===== config.mk =====
export PLATFORM = sky130hd
export DESIGN_NAME = mult_div_unit
export DESIGN_NICKNAME = d
export VERILOG_FILES = /design/src/rtl/mips_md_pkg.sv /design/src/rtl/mult_div_unit.sv
export SDC_FILE = /design/constraint.sdc
export NUM_CORES = 1
export LEC_CHECK = 0
export CAP_MARGIN = 5
export CORE_UTILIZATION = 44
export DETAILED_ROUTE_END_ITERATION = 8
export HOLD_SLACK_MARGIN = 0.06
export PLACE_DENSITY = 0.75
export SKIP_LAST_GASP = 1
export SLEW_MARGIN = 10
export SYNTH_ARGS = -nofsm -noshare
export SYNTH_HDL_FRONTEND = slang
export SYNTH_SLANG_ARGS = --single-unit

===== constraint.sdc =====
create_clock -name clk -period 8.2 [get_ports clk]
set_clock_uncertainty 0.1 [all_clocks]
set_input_delay 1.23 -clock clk [delete_from_list [all_inputs] [get_ports clk]]
set_output_delay 1.23 -clock clk [all_outputs]
set_load 0.02 [all_outputs]

===== src/rtl/mips_md_pkg.sv =====
// Shared encodings and constants for the MIPS32 iterative multiply/divide unit.
package mips_md_pkg;

    localparam int DATA_W  = 32;
    localparam int MD_ITER = 32;

    // 6 and 7 are reserved and have no encoding here.
    typedef enum logic [2:0] {
        MD_MULT  = 3'd0,
        MD_MULTU = 3'd1,
        MD_DIV   = 3'd2,
        MD_DIVU  = 3'd3,
        MD_MTHI  = 3'd4,
        MD_MTLO  = 3'd5
    } md_op_e;

    typedef enum logic [1:0] {
        S_IDLE = 2'd0,
        S_RUN  = 2'd1,
        S_FIN  = 2'd2
    } md_state_e;

endpackage


===== src/rtl/mult_div_unit.sv =====
// Iterative MULT/MULTU/DIV/DIVU with architectural HI/LO and MTHI/MTLO writes.
// One result bit per clock; a single 65-bit working register serves both operations.
module mult_div_unit #(
    parameter int DATA_W = 32
) (
    input  logic              clk,
    input  logic              rst,
    input  logic [DATA_W-1:0] In1,
    input  logic [DATA_W-1:0] In2,
    input  logic [2:0]        OP,
    input  logic              start,
    output logic              busy,
    output logic              done,
    output logic [DATA_W-1:0] HI,
    output logic [DATA_W-1:0] LO
);
    import mips_md_pkg::*;

    localparam int W2 = 2 * DATA_W;

    md_state_e         state_q, state_d;
    logic [5:0]        cnt_q, cnt_d;
    logic [2:0]        op_q, op_d;
    logic              sgn_res_q, sgn_res_d;
    logic              sgn_rem_q, sgn_rem_d;
    logic [DATA_W-1:0] opb_q, opb_d;
    logic [W2:0]       work_q, work_d;
    logic [DATA_W-1:0] hi_q, hi_d;
    logic [DATA_W-1:0] lo_q, lo_d;
    logic              busy_q, busy_d;
    logic              done_q, done_d;

    logic              is_signed, a_neg, b_neg;
    logic [DATA_W-1:0] a_abs, b_abs;
    logic              is_div;
    logic [DATA_W:0]   mul_sum;
    logic [DATA_W:0]   rem_sh;
    logic [DATA_W+1:0] trial;
    logic [W2:0]       mul_next, div_next;
    logic [W2-1:0]     prod, prod_fix;
    logic [DATA_W-1:0] quo_fix, rem_fix;

    // Operand conditioning; |0x80000000| stays 0x80000000 and is treated as unsigned.
    always_comb begin
        is_signed = (OP == MD_MULT) || (OP == MD_DIV);
        a_neg     = is_signed & In1[DATA_W-1];
        b_neg     = is_signed & In2[DATA_W-1];
        a_abs     = a_neg ? -In1 : In1;
        b_abs     = b_neg ? -In2 : In2;
    end

    // Datapath for one iteration: shift-add for multiply, restoring step for divide.
    always_comb begin
        is_div   = (op_q == MD_DIV) || (op_q == MD_DIVU);
        mul_sum  = {1'b0, work_q[W2-1:DATA_W]} + (work_q[0] ? {1'b0, opb_q} : '0);
        mul_next = {1'b0, mul_sum, work_q[DATA_W-1:1]};
        rem_sh   = {work_q[W2-1:DATA_W], work_q[DATA_W-1]};
        trial    = {1'b0, rem_sh} - {2'b00, opb_q};
        div_next = trial[DATA_W+1] ? {rem_sh, work_q[DATA_W-2:0], 1'b0}
                                   : {trial[DATA_W:0], work_q[DATA_W-2:0], 1'b1};
    end

    // Sign fix, only consumed in FIN. A zero divisor leaves the dividend magnitude
    // in the remainder, so re-applying the dividend sign restores In1 bit-exactly.
    always_comb begin
        prod     = work_q[W2-1:0];
        prod_fix = sgn_res_q ? -prod : prod;
        quo_fix  = (opb_q == '0) ? '1
                 : (sgn_res_q ? -work_q[DATA_W-1:0] : work_q[DATA_W-1:0]);
        rem_fix  = sgn_rem_q ? -work_q[W2-1:DATA_W] : work_q[W2-1:DATA_W];
    end

    always_comb begin
        state_d   = state_q;
        cnt_d     = cnt_q;
        op_d      = op_q;
        sgn_res_d = sgn_res_q;
        sgn_rem_d = sgn_rem_q;
        opb_d     = opb_q;
        work_d    = work_q;
        hi_d      = hi_q;
        lo_d      = lo_q;
        busy_d    = busy_q;
        done_d    = 1'b0;

        case (state_q)
            S_IDLE: begin
                if (start) begin
                    case (OP)
                        MD_MULT, MD_MULTU: begin
                            opb_d  = a_abs;
                            work_d = {{(DATA_W+1){1'b0}}, b_abs};
                        end
                        MD_DIV, MD_DIVU: begin
                            opb_d  = b_abs;
                            work_d = {{(DATA_W+1){1'b0}}, a_abs};
                        end
                        MD_MTHI: hi_d = In1;
                        MD_MTLO: lo_d = In1;
                        default: ;
                    endcase
                    if (OP <= MD_DIVU) begin
                        op_d      = OP;
                        sgn_res_d = a_neg ^ b_neg;
                        sgn_rem_d = a_neg;
                        cnt_d     = '0;
                        busy_d    = 1'b1;
                        state_d   = S_RUN;
                    end
                end
            end
            S_RUN: begin
                work_d = is_div ? div_next : mul_next;
                cnt_d  = cnt_q + 6'd1;
                if (cnt_q == 6'(MD_ITER - 1)) state_d = S_FIN;
            end
            S_FIN: begin
                if (is_div) begin
                    hi_d = rem_fix;
                    lo_d = quo_fix;
                end else begin
                    hi_d = prod_fix[W2-1:DATA_W];
                    lo_d = prod_fix[DATA_W-1:0];
                end
                busy_d  = 1'b0;
                done_d  = 1'b1;
                state_d = S_IDLE;
            end
            default: state_d = S_IDLE;
        endcase
    end

    always_ff @(posedge clk or posedge rst) begin
        if (rst) begin
            state_q   <= S_IDLE;
            cnt_q     <= '0;
            op_q      <= '0;
            sgn_res_q <= 1'b0;
            sgn_rem_q <= 1'b0;
            opb_q     <= '0;
            work_q    <= '0;
            hi_q      <= '0;
            lo_q      <= '0;
            busy_q    <= 1'b0;
            done_q    <= 1'b0;
        end else begin
            state_q   <= state_d;
            cnt_q     <= cnt_d;
            op_q      <= op_d;
            sgn_res_q <= sgn_res_d;
            sgn_rem_q <= sgn_rem_d;
            opb_q     <= opb_d;
            work_q    <= work_d;
            hi_q      <= hi_d;
            lo_q      <= lo_d;
            busy_q    <= busy_d;
            done_q    <= done_d;
        end
    end

    assign busy = busy_q;
    assign done = done_q;
    assign HI   = hi_q;
    assign LO   = lo_q;

endmodule


==> run_summary.xml, run 1 <==
<?xml version="1.0" encoding="UTF-8"?>
<metrics>
  <group name="clocking">
    <metric name="clock_path_buffers" unit="">2</metric>
    <metric name="tritoncts_num_sinks" unit="">174</metric>
    <metric name="cts-buffers-inserted" unit="">17</metric>
    <metric name="root_buffer" unit="">clkbuf_16</metric>
    <metric name="h-tree-depth" unit="">4</metric>
    <metric name="clkLatencyLatePin" unit="ps">450</metric>
    <metric name="cts_resized" unit="">0</metric>
    <metric name="tritoncts" unit="">built</metric>
    <metric name="post-cts-setup-buffers" unit="">0</metric>
    <metric name="clkSlewWorstSetupHoldPaths" unit="ps">80</metric>
    <metric name="cts_hold_repair.buffers" unit="">0</metric>
  </group>
  <group name="final_layout">
    <metric name="drive_gt1_frac" unit="">0.0398</metric>
    <metric name="total_inserted_antenna_cells" unit="">0</metric>
    <metric name="finish.net_count" unit="">2111</metric>
    <metric name="fin_util" unit="">0.519</metric>
    <metric name="area_growth_from_synthesis_to_layout" unit="%">15.8</metric>
  </group>
  <group name="global_route">
    <metric name="grt_pass1_vias" unit="">13799</metric>
    <metric name="grt_antenna_before_repair" unit="">0</metric>
    <metric name="globalRouteTotalUtil" unit="">0.315</metric>
    <metric name="grt_pass1_wl" unit="um">81400</metric>
    <metric name="grt_max_degree" unit="">101</metric>
    <metric name="grt-ovfl-total" unit="">0</metric>
  </group>
  <group name="synth">
    <metric name="synth_top_family_by_area" unit="">compound AO/OA/AOI/OAI gates</metric>
    <metric name="post_synth_inst_count" unit="">1912</metric>
    <metric name="edff_count_synth" unit="">0</metric>
    <metric name="seq_area_frac_synth" unit="">0.297</metric>
    <metric name="postSynthAreaPerCell" unit="um^2">7.67</metric>
    <metric name="async_reset_ff_frac" unit="">1.00</metric>
    <metric name="synthesis.area" unit="um^2">14700</metric>
    <metric name="netlist-cell-type-count" unit="">70</metric>
    <metric name="synth.mux.area_fraction" unit="">0.0414</metric>
    <metric name="synth-xor-area-share" unit="">0.105</metric>
    <metric name="syn_nets" unit="">2053</metric>
    <metric name="yosys_warnings" unit="">0</metric>
    <metric name="synth_simple_gate_area_frac" unit="">0.184</metric>
    <metric name="synth-compound-area-share" unit="">0.265</metric>
    <metric name="dominantRegCellSynth" unit="">dfrtp_1</metric>
    <metric name="post_synth_fa_ha_maj_area_fraction" unit="">0.0616</metric>
    <metric name="yosys_register_bits" unit="">174</metric>
  </group>
  <group name="routing">
    <metric name="routed_wire_length" unit="um">53100</metric>
    <metric name="detailedRoute.firstIterationViolations" unit="">1795</metric>
    <metric name="num_vias" unit="">15135</metric>
    <metric name="routed_wire_length_per_instance" unit="um">21.9</metric>
    <metric name="detail_route.vias_per_cell" unit="">6.24</metric>
    <metric name="number_of_design_rule_violations_left_after_detail_routing" unit="">0</metric>
    <metric name="first_pass_iters" unit="">5</metric>
    <metric name="post_route_antenna_net_violation_count" unit="">0</metric>
  </group>
  <group name="worst_hold_path">
    <metric name="min_from" unit="">HI[0]$_DFFE_PP0P_</metric>
    <metric name="min_delay_path_depth" unit="">2</metric>
    <metric name="hp-class" unit="">reg2reg</metric>
  </group>
  <group name="power_and_ir_drop">
    <metric name="power.density" unit="nW/um^2">454</metric>
    <metric name="power.share.clock" unit="">0.119</metric>
    <metric name="p_leak" unit="nW">7.24</metric>
    <metric name="netSwitchingPower" unit="mW">3.88</metric>
    <metric name="share_seq_of_total_power" unit="">0.248</metric>
    <metric name="totalPowerFinal" unit="mW">7.71</metric>
    <metric name="max-vdd-ir-drop" unit="mV">0.223</metric>
    <metric name="combinationalPowerShare" unit="">0.632</metric>
    <metric name="p_int" unit="mW">3.83</metric>
    <metric name="switching_share" unit="">0.503</metric>
  </group>
  <group name="timing">
    <metric name="final_min_period_over_clock_period" unit="">0.577</metric>
    <metric name="fin_crit" unit="ps">4730</metric>
    <metric name="rsz0062_at_grt" unit="">false</metric>
    <metric name="worst_slack" unit="ps">3470</metric>
    <metric name="tightest_slew" unit="ps">1190</metric>
    <metric name="timing.final.max_slew_violations" unit="">0</metric>
    <metric name="final_hold_viol_count" unit="">0</metric>
    <metric name="setup_total_negative_slack" unit="ps">0</metric>
    <metric name="hold_ws" unit="ps">377</metric>
    <metric name="peak_freq" unit="MHz">212</metric>
    <metric name="final-setup-viol-count" unit="">0</metric>
    <metric name="timing.slew.headroom" unit="">0.203</metric>
  </group>
  <group name="worst_setup_path">
    <metric name="rr_worst_depth" unit="">14</metric>
    <metric name="worstSetupStartpoint" unit="">In2[3]</metric>
    <metric name="worst-path-max-fanout" unit="">5</metric>
    <metric name="cp_data_arrival_time" unit="ps">5000</metric>
    <metric name="crit_type" unit="">in2reg</metric>
    <metric name="cp-end-kind" unit="">flop</metric>
    <metric name="worst_r2r_startpoint" unit="">work_q[31]$_DFFE_PP0P_</metric>
    <metric name="crit_required" unit="ps">8470</metric>
    <metric name="crit_path_start_kind" unit="">primary input</metric>
  </group>
  <group name="placement">
    <metric name="dp.final_hpwl" unit="um">39700</metric>
    <metric name="placement.io_buffers" unit="">135</metric>
    <metric name="gp_congestion" unit="">1.01</metric>
    <metric name="place_ws" unit="ps">2970</metric>
  </group>
  <group name="die">
    <metric name="die_h" unit="um">185</metric>
    <metric name="initial_utilization" unit="">0.449</metric>
    <metric name="die_w" unit="um">185</metric>
    <metric name="core-area" unit="um^2">32700</metric>
    <metric name="boundaryPins" unit="">136</metric>
    <metric name="dieArea" unit="um^2">34100</metric>
    <metric name="rows" unit="">66</metric>
  </group>
  <group name="flow_run">
    <metric name="timing.max_cap.violations" unit="">0</metric>
  </group>
  <group name="run_status">
    <metric name="outcome" unit="">finished, final reports clean</metric>
  </group>
</metrics>
sequential cells by signal, indices dropped and copies added, names as in the netlist:
| register | cells |
|---|---|
| opb_q | 32 |
| work_q | 64 |
| cnt_q | 6 |
| LO | 32 |
| state_q | 2 |
| done | 1 |
| busy | 1 |
| HI | 32 |
| op_q | 2 |
| sgn_res_q | 1 |
| sgn_rem_q | 1 |
final cells by class:
class,instances,area [um^2]
timing repair buffer,152,1480
clock inverter,12,183
multi-input combinational,1560,9690
sequential,174,4350
tap,442,553
clock buffer,20,467
fill,3097,15700
inverter,65,249
Yosys cell counts, drive strengths merged, types with 21 or more instances:
library cell  count  area [um^2]
a21oi           226         1130
nand2b           22          138
mux2i            55          551
ha               69          863
dfrtp           174         4350
nor2            181          679
nand3            23          115
a21o             25          188
o31ai            31          238
clkbuf          105          394
xnor2            82          718
o21ai           220         1110
nand2           237          890
inv              64          240
nor3             21          105
a22oi            44          330
xor2             94          823
layer usage:
metal	track usage	vias up	share of wire
met5	0	-	0
met3	0.0628	117	0.11
met2	0.470	895	0.43
li1	-	6941	-
met4	0.127	0	0.040
met1	0.442	7182	0.43
critical path: stages:
cell and delay, ps:
clkdlybuf4s50_1 480, nor4_1 880, nand2_1 310, or3_1 480, or4_1 640, o41ai_1 350
xnor2_1 190, nor2_1 60, a21oi_1 130, a21oi_1 70, o21ai_0 180
layout by cell type (no fill, tap or decap), types with 25 or more instances in the layout:
cell,n
a21o_1,25
a21oi_1,226
a22oi_1,44
clkdlybuf4s50_1,135
dfrtp_1,174
ha_1,69
inv_1,63
mux2i_1,55
nand2_1,237
nor2_1,179
o21ai_0,216
o31ai_1,29
xnor2_1,82
xor2_1,94
power by group through the flow:
stage	logic (mW)	registers (mW)	clock network, mW
finish	4.88	1.92	0.920
global route	5.37	1.94	0.955
CTS	4.82	1.88	0.922
detailed placement	4.79	1.90	0
global placement	4.72	1.89	0
floorplan	3.39	1.79	0
path summary, 6_finish.rpt:
| path | to | slack [ps] |
|---|---|---|
| worst min-delay path | HI[0]$_DFFE_PP0P_ | 380 |
| worst max register to register | work_q[60]$_DFFE_PP0P_ | 3610 |
| worst max-delay path | work_q[25]$_DFFE_PP0P_ | 3470 |
| min in group asynchronous | HI[9]$_DFFE_PP0P_ | 1250 |
| max in group asynchronous | state_q[1]$_DFFE_PP0P_ | 5110 |
| worst min register to register | HI[0]$_DFFE_PP0P_ | 380 |
logic make-up (layout without fill, tap and decap cells):
| family | after synthesis | after routing |
|---|---|---|
| AOI/OAI and AO/OA | 655 | 655 |
| and+or+nand+nor | 598 | 598 |
| buffers and inverters | 178 | 249 |
| xor gates and xnor gates | 176 | 176 |
| DFF | 174 | 174 |
| adders and majority gates | 71 | 71 |
| muxes | 60 | 60 |
per-stage QoR:
stage          cell area (um^2)  std cells
2_1_floorplan             14700       1912
3_3_place_gp              16300       2393
3_5_place_dp              16300       2393
4_1_cts                   17000       2425
6_report                  17000       2425
5_1_grt                   17000       2425
Note: power is estimated with default switching activity, not from simulation.
==> inputs of run 2 (changes only) <==
--- a/config.mk
+++ b/config.mk
@@ -9,7 +9,7 @@
 export CORE_UTILIZATION = 44
 export DETAILED_ROUTE_END_ITERATION = 8
 export HOLD_SLACK_MARGIN = 0.06
-export PLACE_DENSITY = 0.75
+export PLACE_DENSITY = 0.77
 export SKIP_LAST_GASP = 1
 export SLEW_MARGIN = 10
 export SYNTH_ARGS = -nofsm -noshare
==> constraint.sdc (replaced) <==
create_clock -name clk -period 4.1 [get_ports clk]
set_clock_uncertainty 0.1 [all_clocks]
set_input_delay 0.615 -clock clk [delete_from_list [all_inputs] [get_ports clk]]
set_output_delay 0.615 -clock clk [all_outputs]
set_load 0.02 [all_outputs]
==> run 2 against run 1 <==
Utilization grew 1.6 points. Non-clock buffer count grew 63. Sequential share of layout area shrank 0.78 points. Final cell count grew 2.6%. Die area is the same. Final area grew 3.1%. Flip-flop and latch count is the same. Register-to-register slack lost 3400 ps. Critical path type is now reg2reg. Highest routed layer unchanged.
==> run_summary.xml, run 2 (same netlist as run 1, synthesis figures left out) <==
<?xml version="1.0" encoding="UTF-8"?>
<metrics>
  <group name="worst_hold_path">
    <metric name="hp-class" unit="">reg2reg</metric>
    <metric name="min_delay_path_depth" unit="">1</metric>
    <metric name="min_to" unit="">cnt_q[5]$_DFFE_PP0P_</metric>
    <metric name="min_from" unit="">cnt_q[5]$_DFFE_PP0P_</metric>
  </group>
  <group name="worst_setup_path">
    <metric name="worstPathCellList" unit="">ha_1, inv_1, fa_1, a21oi_1, nor2_1, o31ai_4, a221oi_2, a221oi_1, buf_4, o21ai_0, o311ai_2, buf_4, or4_1, a21oi_1, a2bb2oi_1</metric>
    <metric name="worst_path_max_delay_cell" unit="">o21ai_0</metric>
    <metric name="cp_data_arrival_time" unit="ps">4180</metric>
    <metric name="crit_required" unit="ps">4380</metric>
    <metric name="r2r_end" unit="">work_q[62]$_DFFE_PP0P_</metric>
    <metric name="worst_r2r_startpoint" unit="">opb_q[0]$_DFFE_PP0P_</metric>
    <metric name="cp-end-kind" unit="">flop</metric>
    <metric name="crit_path_start_kind" unit="">flop</metric>
    <metric name="r2r_setup_slack" unit="ps">200</metric>
    <metric name="rr_worst_depth" unit="">15</metric>
    <metric name="crit_type" unit="">reg2reg</metric>
    <metric name="worst-path-max-fanout" unit="">4</metric>
    <metric name="slowest_delay" unit="ps">490</metric>
  </group>
  <group name="global_route">
    <metric name="grt_antenna_before_repair" unit="">1</metric>
    <metric name="globalRouteTotalUtil" unit="">0.318</metric>
    <metric name="grt_pass1_wl" unit="um">82900</metric>
    <metric name="grt_max_degree" unit="">175</metric>
    <metric name="grt-ovfl-total" unit="">0</metric>
    <metric name="grt_pass1_vias" unit="">14296</metric>
  </group>
  <group name="clocking">
    <metric name="tritoncts_num_sinks" unit="">174</metric>
    <metric name="root_buffer" unit="">clkbuf_16</metric>
    <metric name="clkSlewWorstSetupHoldPaths" unit="ps">80</metric>
    <metric name="tritoncts" unit="">built</metric>
    <metric name="h-tree-depth" unit="">4</metric>
    <metric name="clock_path_buffers" unit="">2</metric>
    <metric name="cts-buffers-inserted" unit="">17</metric>
    <metric name="clkLatencyLatePin" unit="ps">450</metric>
  </group>
  <group name="final_layout">
    <metric name="largest-register" unit="">work_q</metric>
    <metric name="layout.cells.most_common" unit="">nand2_1</metric>
    <metric name="drive_gt1_frac" unit="">0.0704</metric>
    <metric name="area_growth_from_synthesis_to_layout" unit="%">19.4</metric>
    <metric name="layout_common_cells" unit="">nand2_1, a21oi_1, o21ai_0</metric>
    <metric name="post_layout_nonfiller_instances" unit="">2489</metric>
    <metric name="largest_register_ff_count" unit="">64</metric>
    <metric name="finish.net_count" unit="">2174</metric>
  </group>
  <group name="timing">
    <metric name="setup_total_negative_slack" unit="ps">0</metric>
    <metric name="rsz0062_at_grt" unit="">false</metric>
    <metric name="fin_crit" unit="ps">3900</metric>
    <metric name="final-setup-viol-count" unit="">0</metric>
    <metric name="timing.slew.headroom" unit="">0.244</metric>
    <metric name="final_hold_viol_count" unit="">0</metric>
    <metric name="worst_slack" unit="ps">201</metric>
    <metric name="hold_ws" unit="ps">366</metric>
    <metric name="timing.final.max_slew_violations" unit="">0</metric>
    <metric name="tightest_slew" unit="ps">1130</metric>
    <metric name="peak_freq" unit="MHz">256</metric>
    <metric name="final_min_period_over_clock_period" unit="">0.951</metric>
  </group>
  <group name="die">
    <metric name="rows" unit="">66</metric>
    <metric name="core-area" unit="um^2">32700</metric>
    <metric name="die_h" unit="um">185</metric>
    <metric name="die_w" unit="um">185</metric>
    <metric name="initial_utilization" unit="">0.449</metric>
    <metric name="dieArea" unit="um^2">34100</metric>
    <metric name="boundaryPins" unit="">136</metric>
  </group>
  <group name="run_status">
    <metric name="outcome" unit="">finished, final reports clean</metric>
  </group>
  <group name="flow_run">
    <metric name="timing.max_cap.violations" unit="">0</metric>
  </group>
  <group name="routing">
    <metric name="first_pass_iters" unit="">6</metric>
    <metric name="number_of_design_rule_violations_left_after_detail_routing" unit="">0</metric>
    <metric name="post_route_antenna_net_violation_count" unit="">0</metric>
    <metric name="routed_wire_length" unit="um">54100</metric>
    <metric name="detailedRoute.firstIterationViolations" unit="">1895</metric>
    <metric name="detail_route.vias_per_cell" unit="">6.25</metric>
    <metric name="num_vias" unit="">15566</metric>
    <metric name="routed_wire_length_per_instance" unit="um">21.7</metric>
  </group>
  <group name="placement">
    <metric name="dp.final_hpwl" unit="um">40900</metric>
    <metric name="gp_congestion" unit="">0.999</metric>
    <metric name="placed_instances" unit="">2455</metric>
    <metric name="placement.io_buffers" unit="">135</metric>
    <metric name="place_ws" unit="ps">56.4</metric>
  </group>
  <group name="power_and_ir_drop">
    <metric name="p_leak" unit="nW">7.55</metric>
    <metric name="max-vdd-ir-drop" unit="mV">0.464</metric>
    <metric name="power.density" unit="nW/um^2">910</metric>
  </group>
</metrics>
[run 2: critical path, delay by kind of cell (launching register included)]
family	cells	cell delay [ps]
buffers and inverters	3	440
AOI/OAI and AO/OA	8	1770
adders and majority gates	2	490
and+or+nand+nor	2	620
DFF	1	430
[run 2: cell type report]
| type | instances | area [um^2] |
|---|---|---|
| Clock inverter | 14 | 174 |
| Fill cell | 3041 | 15200 |
| Inverter | 65 | 248 |
| Timing Repair Buffer | 215 | 2020 |
| Multi-Input combinational cell | 1560 | 9720 |
| Tap cell | 442 | 553 |
| Antenna cell | 1 | 2.50 |
| Clock buffer | 18 | 439 |
| Sequential cell | 174 | 4350 |
[run 2: power by group]
part | switching (mW) | internal [mW] | leakage [nW]
sequential | 1.03 | 2.55 | 2.15
clock | 0.819 | 0.940 | 0.291
combinational | 6.21 | 4.39 | 5.11
[run 2: metal layers]
metal | vias to the layer above | wire length (um) | track usage
li1 | 7063 | - | -
met1 | 7446 | 22300 | 0.431
met2 | 891 | 23600 | 0.491
met3 | 166 | 5750 | 0.0567
met4 | 0 | 2480 | 0.144
met5 | - | 0 | 0
[run 2: metrics by stage]
stage / total power [mW] / utilization / cell area (um^2)
floorplan: 10.4 / - / 14700
global route: 17.0 / 0.535 / 17500
detailed placement: 13.8 / 0.515 / 16800
CTS: 15.6 / 0.534 / 17400
global placement: 13.6 / 0.515 / 16800
finish: 15.9 / 0.535 / 17500
[run 2: what timing repair did]
item                                    CTS  global route
gates resized for setup                   0             5
hold buffers                              0             0
endpoints found under the setup margin    0             4
setup buffers                             0             0
[run 2: worst max-delay path by stage]
stage	start	endpoint	slack, ps	cells past startpoint
6_report	opb_q[0]$_DFFE_PP0P_	work_q[62]$_DFFE_PP0P_	200	15
4_1_cts	work_q[31]$_DFFE_PP0P_	work_q[60]$_DFFE_PP0P_	110	16
3_5_place_dp	In2[11]	work_q[25]$_DFFE_PP0P_	60	11
5_1_grt	work_q[31]$_DFFE_PP0P_	work_q[62]$_DFFE_PP0P_	2	16
3_3_place_gp	In1[7]	work_q[23]$_DFFE_PP0P_	140	11
2_1_floorplan	work_q[31]$_DFFE_PP0P_	work_q[60]$_DFFE_PP0P_	560	15
